<file path="src/rtl/led_arb_pkg.sv">
// Shared types, defaults and the round-robin pick helper for the LED display arbiter.
package led_arb_pkg;

  localparam int DEF_NREQ        = 4;
  localparam int DEF_NBITS       = 8;
  localparam int DEF_HOLD_CYCLES = 8;
  localparam int MAX_NREQ        = 8;

  typedef enum logic [1:0] {IDLE, HOLD, GAP} arb_state_t;

  typedef struct packed {
    logic       found;
    logic [2:0] idx;
  } rr_pick_t;

  // First set bit of req searching ptr, ptr+1, ... modulo n (n <= MAX_NREQ, ptr < n).
  function automatic rr_pick_t rr_pick(input logic [MAX_NREQ-1:0] req,
                                       input logic [2:0]          ptr,
                                       input int                  n);
    rr_pick_t   r;
    logic [3:0] pos;
    r = '0;
    for (int k = 0; k < MAX_NREQ; k++) begin
      pos = {1'b0, ptr} + 4'(k);
      if (pos >= 4'(n)) pos = pos - 4'(n);
      if (k < n && !r.found && req[pos[2:0]]) begin
        r.found = 1'b1;
        r.idx   = pos[2:0];
      end
    end
    return r;
  endfunction

endpackage

</file>
<file path="src/rtl/led_display_arbiter_rr_priority_pick.sv">
// Combinational rotate-and-priority-encode of the request vector starting at ptr.
module rr_priority_pick
  import led_arb_pkg::*;
#(
  parameter int NREQ = DEF_NREQ,
  parameter int PW   = $clog2(DEF_NREQ)
)(
  input  logic [NREQ-1:0] req,
  input  logic [PW-1:0]   ptr,
  output logic            found,
  output logic [PW-1:0]   idx
);

  rr_pick_t pick;
  logic     unused_pick_bits;

  always_comb begin
    pick  = rr_pick(MAX_NREQ'(req), 3'(ptr), NREQ);
    found = pick.found;
    idx   = pick.idx[PW-1:0];
  end

  // Upper index bits are always zero for narrow configurations.
  assign unused_pick_bits = ^pick.idx;

endmodule

</file>
<file path="src/rtl/led_display_arbiter.sv">
// Round-robin owner of the shared LED display with bounded hold and a one-cycle blank.
// Optional LED_ARB_LOCK_EN adds a per-requester lock input that pauses the hold countdown.
module led_display_arbiter
  import led_arb_pkg::*;
#(
  parameter int NREQ        = DEF_NREQ,
  parameter int NBITS       = DEF_NBITS,
  parameter int HOLD_CYCLES = DEF_HOLD_CYCLES
)(
  input  logic                       clk_2,
  input  logic                       reset,
  input  logic [NREQ-1:0]            req,
  input  logic [NREQ-1:0][NBITS-1:0] data,
`ifdef LED_ARB_LOCK_EN
  input  logic [NREQ-1:0]            lock,
`endif
  output logic [NREQ-1:0]            gnt,
  output logic [NBITS-1:0]           led_out,
  output logic [$clog2(NREQ)-1:0]    owner,
  output logic                       busy
);

  localparam int            PW       = $clog2(NREQ);
  localparam int            CW       = $clog2(HOLD_CYCLES + 1);
  localparam logic [CW-1:0] CNT_LOAD = CW'(HOLD_CYCLES - 1);
  localparam logic [PW-1:0] LAST_IDX = PW'(NREQ - 1);

  arb_state_t       state_reg, state_next;
  logic [PW-1:0]    ptr_reg, ptr_next;
  logic [PW-1:0]    owner_reg, owner_next;
  logic [CW-1:0]    cnt_reg, cnt_next;
  logic [NREQ-1:0]  gnt_reg, gnt_next;
  logic [NBITS-1:0] led_reg, led_next;
  logic             busy_reg, busy_next;

  logic             pick_found;
  logic [PW-1:0]    pick_idx;
  logic [NREQ-1:0]  pick_onehot;
  logic             owner_req, held, hold_exit;

  rr_priority_pick #(.NREQ(NREQ), .PW(PW)) u_pick (
    .req   (req),
    .ptr   (ptr_reg),
    .found (pick_found),
    .idx   (pick_idx)
  );

  genvar gi;
  generate
    for (gi = 0; gi < NREQ; gi++) begin : g_onehot
      assign pick_onehot[gi] = (pick_idx == PW'(gi));
    end
  endgenerate

  assign owner_req = req[owner_reg];
`ifdef LED_ARB_LOCK_EN
  assign held = lock[owner_reg] & owner_req;
`else
  assign held = 1'b0;
`endif
  // Dropping req always wins; the counter only ends a hold when not locked.
  assign hold_exit = !owner_req || (cnt_reg == '0 && !held);

  always_ff @(posedge clk_2) begin
    if (reset) begin
      state_reg <= IDLE;
      ptr_reg   <= '0;
      owner_reg <= '0;
      cnt_reg   <= '0;
      gnt_reg   <= '0;
      led_reg   <= '0;
      busy_reg  <= 1'b0;
    end else begin
      state_reg <= state_next;
      ptr_reg   <= ptr_next;
      owner_reg <= owner_next;
      cnt_reg   <= cnt_next;
      gnt_reg   <= gnt_next;
      led_reg   <= led_next;
      busy_reg  <= busy_next;
    end
  end

  always_comb begin
    state_next = state_reg;
    case (state_reg)
      IDLE:    if (pick_found) state_next = HOLD;
      HOLD:    if (hold_exit)  state_next = GAP;
      GAP:     state_next = IDLE;
      default: state_next = IDLE;
    endcase
  end

  always_comb begin
    ptr_next   = ptr_reg;
    owner_next = owner_reg;
    cnt_next   = cnt_reg;
    gnt_next   = '0;
    led_next   = '0;
    busy_next  = 1'b0;
    case (state_reg)
      IDLE: begin
        if (pick_found) begin
          owner_next = pick_idx;
          gnt_next   = pick_onehot;
          cnt_next   = CNT_LOAD;
          busy_next  = 1'b1;
        end
      end
      HOLD: begin
        if (hold_exit) begin
          ptr_next = (owner_reg == LAST_IDX) ? '0 : owner_reg + PW'(1);
        end else begin
          gnt_next  = gnt_reg;
          busy_next = 1'b1;
          led_next  = data[owner_reg];
          if (!held && cnt_reg != '0) cnt_next = cnt_reg - CW'(1);
        end
      end
      default: ;
    endcase
  end

  assign gnt     = gnt_reg;
  assign led_out = led_reg;
  assign owner   = owner_reg;
  assign busy    = busy_reg;

endmodule

</file>
<file path="config.mk">
export PLATFORM = sky130hd
export DESIGN_NAME = led_display_arbiter
export DESIGN_NICKNAME = d
export VERILOG_FILES = /design/src/rtl/led_arb_pkg.sv /design/src/rtl/led_display_arbiter_rr_priority_pick.sv /design/src/rtl/led_display_arbiter.sv
export SDC_FILE = /design/constraint.sdc
export NUM_CORES = 1
export LEC_CHECK = 0
export CORE_UTILIZATION = 41
export DETAILED_ROUTE_END_ITERATION = 16
export GPL_TIMING_DRIVEN = 0
export PLACE_DENSITY_LB_ADDON = 0.15
export SYNTH_ARGS = -nofsm -noshare
export SYNTH_HDL_FRONTEND = slang
export SYNTH_SLANG_ARGS = --single-unit
</file>
<file path="constraint.sdc">
create_clock -name clk_2 -period 1.94 [get_ports clk_2]
set_input_delay 0.291 -clock clk_2 [delete_from_list [all_inputs] [get_ports clk_2]]
set_output_delay 0.291 -clock clk_2 [all_outputs]
set_load 0.02 [all_outputs]
</file>
Word-level counts from Yosys, hierarchy flattened:

Index checks and enable logic that the tools add are counted.

* add/sub/neg operators: 9
* order comparisons: 9
* eq/ne operators: 9
* multiplexer cells: 34
* bitwise gates (word level): 1
* reduce and logical (&&, ||, !) cells: 18

Operators with widths (number)
* 2-to-1 mux 4 bit: 9
* binary-select mux 8 bit (select 2 bit): 1
* < comparator 3 x 4 -> 1 bit (second input constant): 4
* case mux 4 bit (2 select lines): 2
* binary-select mux 1 bit (select 3 bit): 4
* >= comparator 4 x 3 -> 1 bit (second input constant): 3
* 2-to-1 mux 3 bit: 4
* subtractor 3 bit (second input constant): 3
* 2-to-1 mux 8 bit: 1
* 2-to-1 mux 1 bit: 7
* adder 2 x 2 -> 3 bit (second input constant): 2
* equality test 2 bit (second input constant): 3
* 2-to-1 mux 2 bit: 3
* != test 2 bit (second input constant): 3
* AND reduction 2 bit: 3
* equality test 2 x 1 -> 1 bit (second input constant): 2
* logical NOT 1 bit: 4
* logical NOT 2 bit: 2
* logical NOT 4 bit: 1
* case mux 2 bit (2 select lines): 1
* AND reduction 4 bit: 1
* nonzero test 4 bit: 1
* subtractor 4 x 1 -> 4 bit (second input constant): 1
* adder 2 x 1 -> 3 bit (second input constant): 1
* 12 further kinds: 14

* register bits after elaboration: 23

Logic depth before layout (Yosys ltp):

* word-level depth: 17
* gate-level depth with buffers: 7
* mapped depth without buffers: 6

By module:

A second synthesis with hierarchy kept.

* cell total of the unflattened synthesis: 111
* area, all modules: 1184.9 µm²

Modules (own cells, without submodules)
* led_display_arbiter: instances 1, cells each 99, area an instance 1111.1 µm²
* rr_priority_pick: instances 1, cells each 12, area an instance 73.8 µm²

Worst setup path before layout:

Ideal clock, no wire load.

* kind: flip-flop to flip-flop
* from: register owner_reg[0], in the netlist owner[0]
* to: register gnt_reg[0], in the netlist gnt[0]
* setup time: 0.117 ns
* arrival time: 1.557 ns
* data required time: 1.823 ns
* slack: 0.266 ns
* stages on the path, launching flop included: 6
* period minus slack after synthesis: 1.674 ns
* path through: dfxtp_1 -> mux4_2 -> nand3_4 -> nor2_4 -> buf_6 -> a32o_1

* word-level cells in the longest chain between the ends: 5

Ends and longest elaborated chain
* start: declaration: RTL line led_display_arbiter.sv:30 `logic [PW-1:0] owner_reg, owner_next;`
* start signal: assignment: RTL line led_display_arbiter.sv:76 `owner_reg <= owner_next;`
* binary-select mux 1 bit (select 2 bit): RTL line led_display_arbiter.sv:55 `assign owner_req = req[owner_reg];`
* 2-to-1 mux 1 bit (implied by the code): RTL line led_display_arbiter.sv:55
* logical NOT 1 bit: RTL line led_display_arbiter.sv:62 `assign hold_exit = !owner_req || (cnt_reg == '0 && !held);`
* logical OR 1 bit: RTL line led_display_arbiter.sv:62
* != test 2 bit (no source line)
* end signal: assignment: RTL line led_display_arbiter.sv:78 `gnt_reg <= gnt_next;`
* end: declaration: RTL line led_display_arbiter.sv:32 `logic [NREQ-1:0] gnt_reg, gnt_next;`

No other way between the ends. The select of a mux whose other input is x is not followed.
A chain may end at the register's enable or synchronous reset.

Worst setup path after layout:

* from: register cnt_reg[0]
* to: register gnt_reg[1], in the netlist gnt[1]

* word-level cells in the longest chain between the ends: 3

Ends and longest elaborated chain
* start: declaration: RTL line led_display_arbiter.sv:31 `logic [CW-1:0] cnt_reg, cnt_next;`
* start signal: assignment: RTL line led_display_arbiter.sv:77 `cnt_reg <= cnt_next;`
* logical NOT 4 bit: RTL line led_display_arbiter.sv:62
* logical OR 1 bit: RTL line led_display_arbiter.sv:62
* != test 2 bit (no source line)

No other way between the ends.

==> impl_metrics.json <==
{
  "cts_hold_buf": 0,
  "drc": 0,
  "seq_area_frac_synth_pct": 38.41,
  "vias": 1076,
  "clock.fmax_ghz": 0.5564,
  "skew_ns": 0.004335,
  "grt_pass1_wl_mm": 4.712,
  "endpoint_kind": "flip-flop",
  "cp.required_ns": 2.16,
  "routedWlPerCell_um": 14.10,
  "hold-worst-slack_ns": 0.1697,
  "io_pins": 53,
  "synthesis.area_um2": 1199,
  "grtUsageTotal_pct": 19.02,
  "port_buffers": 51,
  "initialDrtViolationCount": 23,
  "grt-ovfl-total": 0,
  "p_per_area_nw_per_um2": 665.6,
  "cts_tree": "yes",
  "worstMarginPinSlew_ns": 0.4546,
  "root_buffer": "clkbuf_4",
  "crit_type": "reg -> reg",
  "insertion_delay_ns": 0.31,
  "ir_drop_mv": 0.5583,
  "layout_commonest_cell": "clkdlybuf4s50_1",
  "cts_buffers": 3,
  "rows": 19,
  "cts_setup_buffers": 0,
  "path_clk_slew_ns": 0.13,
  "largest_register_ffs": 8,
  "syn-num-nets": 152,
  "globalplace.congestion": 0.7621,
  "grt_max_degree": 14,
  "clk_path_buf_depth": 2,
  "cts.sinks": 23,
  "drive_gt1_share_pct": 14.46,
  "slew_violations": 0,
  "first_global_vias": 1086,
  "core_um2": 2758,
  "wl_mm": 2.777,
  "dp_hpwl_mm": 2.258,
  "p_leak_nw": 0.6579,
  "final_nets": 208,
  "synth-seq-cells": 23,
  "setup_viol": 0,
  "cts_resized": 0,
  "path_cells": "inv_1 -> ha_1 -> or3b_2 -> nand3_4 -> nor2_4 -> buf_6 -> a32o_1",
  "drt-vias-per-instance": 5.462,
  "critical_path_arrival_ns": 2.01,
  "area_growth_pct": 48.12,
  "grt_antenna_before_repair": 0,
  "chipWidth_um": 56.07,
  "rsz0062_at_grt": "no",
  "fp.dieArea_um2": 3144,
  "drv_cap": 0,
  "min_period_ns": 1.797,
  "num_antenna_cells": 0,
  "worstSetupStartpointType": "flip-flop",
  "numPlacedInstances": 193,
  "slowest_delay_ns": 0.53,
  "worstPathMaxFanout": 10,
  "yosysUniqueCellTypes": 32,
  "fin_crit_sh_pct": 92.65,
  "relSlewSlack_pct": 69.44,
  "initial_core_util_pct": 43.47,
  "layout_common_cells": "51 x clkdlybuf4s50_1, 23 x dfxtp_1, 11 x and2_1",
  "layoutNonFillerInstCount": 197,
  "netlist_instances": 111,
  "ys_warn_count": 0,
  "critPathSlowestCell": "or3b_2",
  "dr.pass1.iters": 4,
  "ant_nets": 0,
  "status": "finished clean",
  "syn_area_per_cell_um2": 10.80,
  "hp-class": "in -> reg",
  "final_hold_viol_count": 0,
  "cts.htree.levels": 1,
  "die_height_um": 56.07,
  "utilization_pct": 64.38
}
[where the power goes]
| part | total, mW | switching [mW] | internal (mW) |
|---|---|---|---|
| registers | 0.545 | 0.0299 | 0.515 |
| clock network | 0.222 | 0.145 | 0.0772 |
| logic | 0.415 | 0.185 | 0.229 |
[routing by layer]
metal  GRT usage [%]  up-vias  wire length (µm)
met5               0        -                 0
met3           6.744        5               282
met2           32.65       49              1237
met4           6.272        0                40
met1           21.94      503              1217
li1                -      519                 -
[final cells by class]
| cell class | instances | area, µm² |
|---|---|---|
| fillers | 250 | 982.2 |
| multi-input cells | 78 | 681.9 |
| repair buffers | 51 | 510.5 |
| flip-flops and latches | 23 | 460.4 |
| well taps | 31 | 38.79 |
| plain buffers | 5 | 37.54 |
| clock buffers | 3 | 22.52 |
| inverters | 5 | 18.77 |
| clock inverters | 1 | 5.005 |
[synthesized netlist by cell type]
| cell | instances | share of area, % |
|---|---|---|
| a21oi_1 | 7 | 2.9 |
| or3b_2 | 1 | 0.73 |
| and2_1 | 11 | 5.7 |
| o31ai_1 | 1 | 0.63 |
| nor3_1 | 3 | 1.3 |
| a311oi_1 | 2 | 1.5 |
| o21ai_0 | 3 | 1.3 |
| buf_2 | 3 | 1.3 |
| o21ai_1 | 1 | 0.42 |
| xor2_1 | 2 | 1.5 |
| nor2b_1 | 2 | 1.0 |
| nand3_4 | 1 | 1.5 |
| a32o_1 | 4 | 3.3 |
| nor2_1 | 8 | 2.5 |
| o41ai_1 | 1 | 0.73 |
| or3_1 | 1 | 0.52 |
| nor4_2 | 1 | 1.0 |
| nor4_1 | 1 | 0.52 |
| or2b_1 | 1 | 0.63 |
| nand2b_1 | 2 | 1.0 |
| nor2_4 | 1 | 0.94 |
| mux2i_1 | 3 | 2.5 |
| dfxtp_1 | 23 | 38 |
| or2_1 | 3 | 1.6 |
| ha_1 | 3 | 3.1 |
| mux4_2 | 9 | 17 |
| a21boi_2 | 1 | 0.94 |
| inv_1 | 5 | 1.6 |
| buf_6 | 2 | 1.9 |
| nand2_1 | 2 | 0.63 |
| nand4_1 | 2 | 1.0 |
| or2_2 | 1 | 0.52 |
[worst max-delay path: cells and delay by family (launching register included)]
kind | cells | cell delay [ns]
and+or+nand+nor | 3 | 0.74
buffers and inverters | 2 | 0.26
adders and majority gates | 1 | 0.15
DFF | 1 | 0.35
AOI/OAI and AO/OA | 1 | 0.20
[final timing paths]
check	slack, ns	startpoint	to	depth (start not counted)
setup / recovery	0.14	cnt_reg[0]	gnt[1]	7
hold / removal	0.17	reset	state_reg[0]	2
setup reg to reg	0.14	cnt_reg[0]	gnt[1]	7
hold reg to reg	0.48	gnt[2]	gnt[2]	1
[logic make-up after synthesis]
group / count (synthesis) / share of synthesized area (%)
AOI/OAI and AO/OA: 20 / 11.69
xor gates and xnor gates: 2 / 1.462
adders and majority gates: 3 / 3.132
buffers and inverters: 10 / 4.697
DFF: 23 / 38.41
muxes: 12 / 19.42
and+or+nand+nor: 41 / 21.19
[metrics by stage]
stage                     instance area [µm²]  TNS, ns  total power, mW  setup slack [ns]
final                                    1775        0            1.182            0.1427
after global routing                     1775        0            1.255           0.05015
after CTS                                1775        0            1.192            0.1358
after detailed placement                 1748  -0.7706           0.9719           -0.1391
after global placement                   1748  -0.4322           0.9605          -0.09731
after floorplan                          1199        0           0.8031            0.2658
No activity file was read; power rests on OpenSTA's default activity.
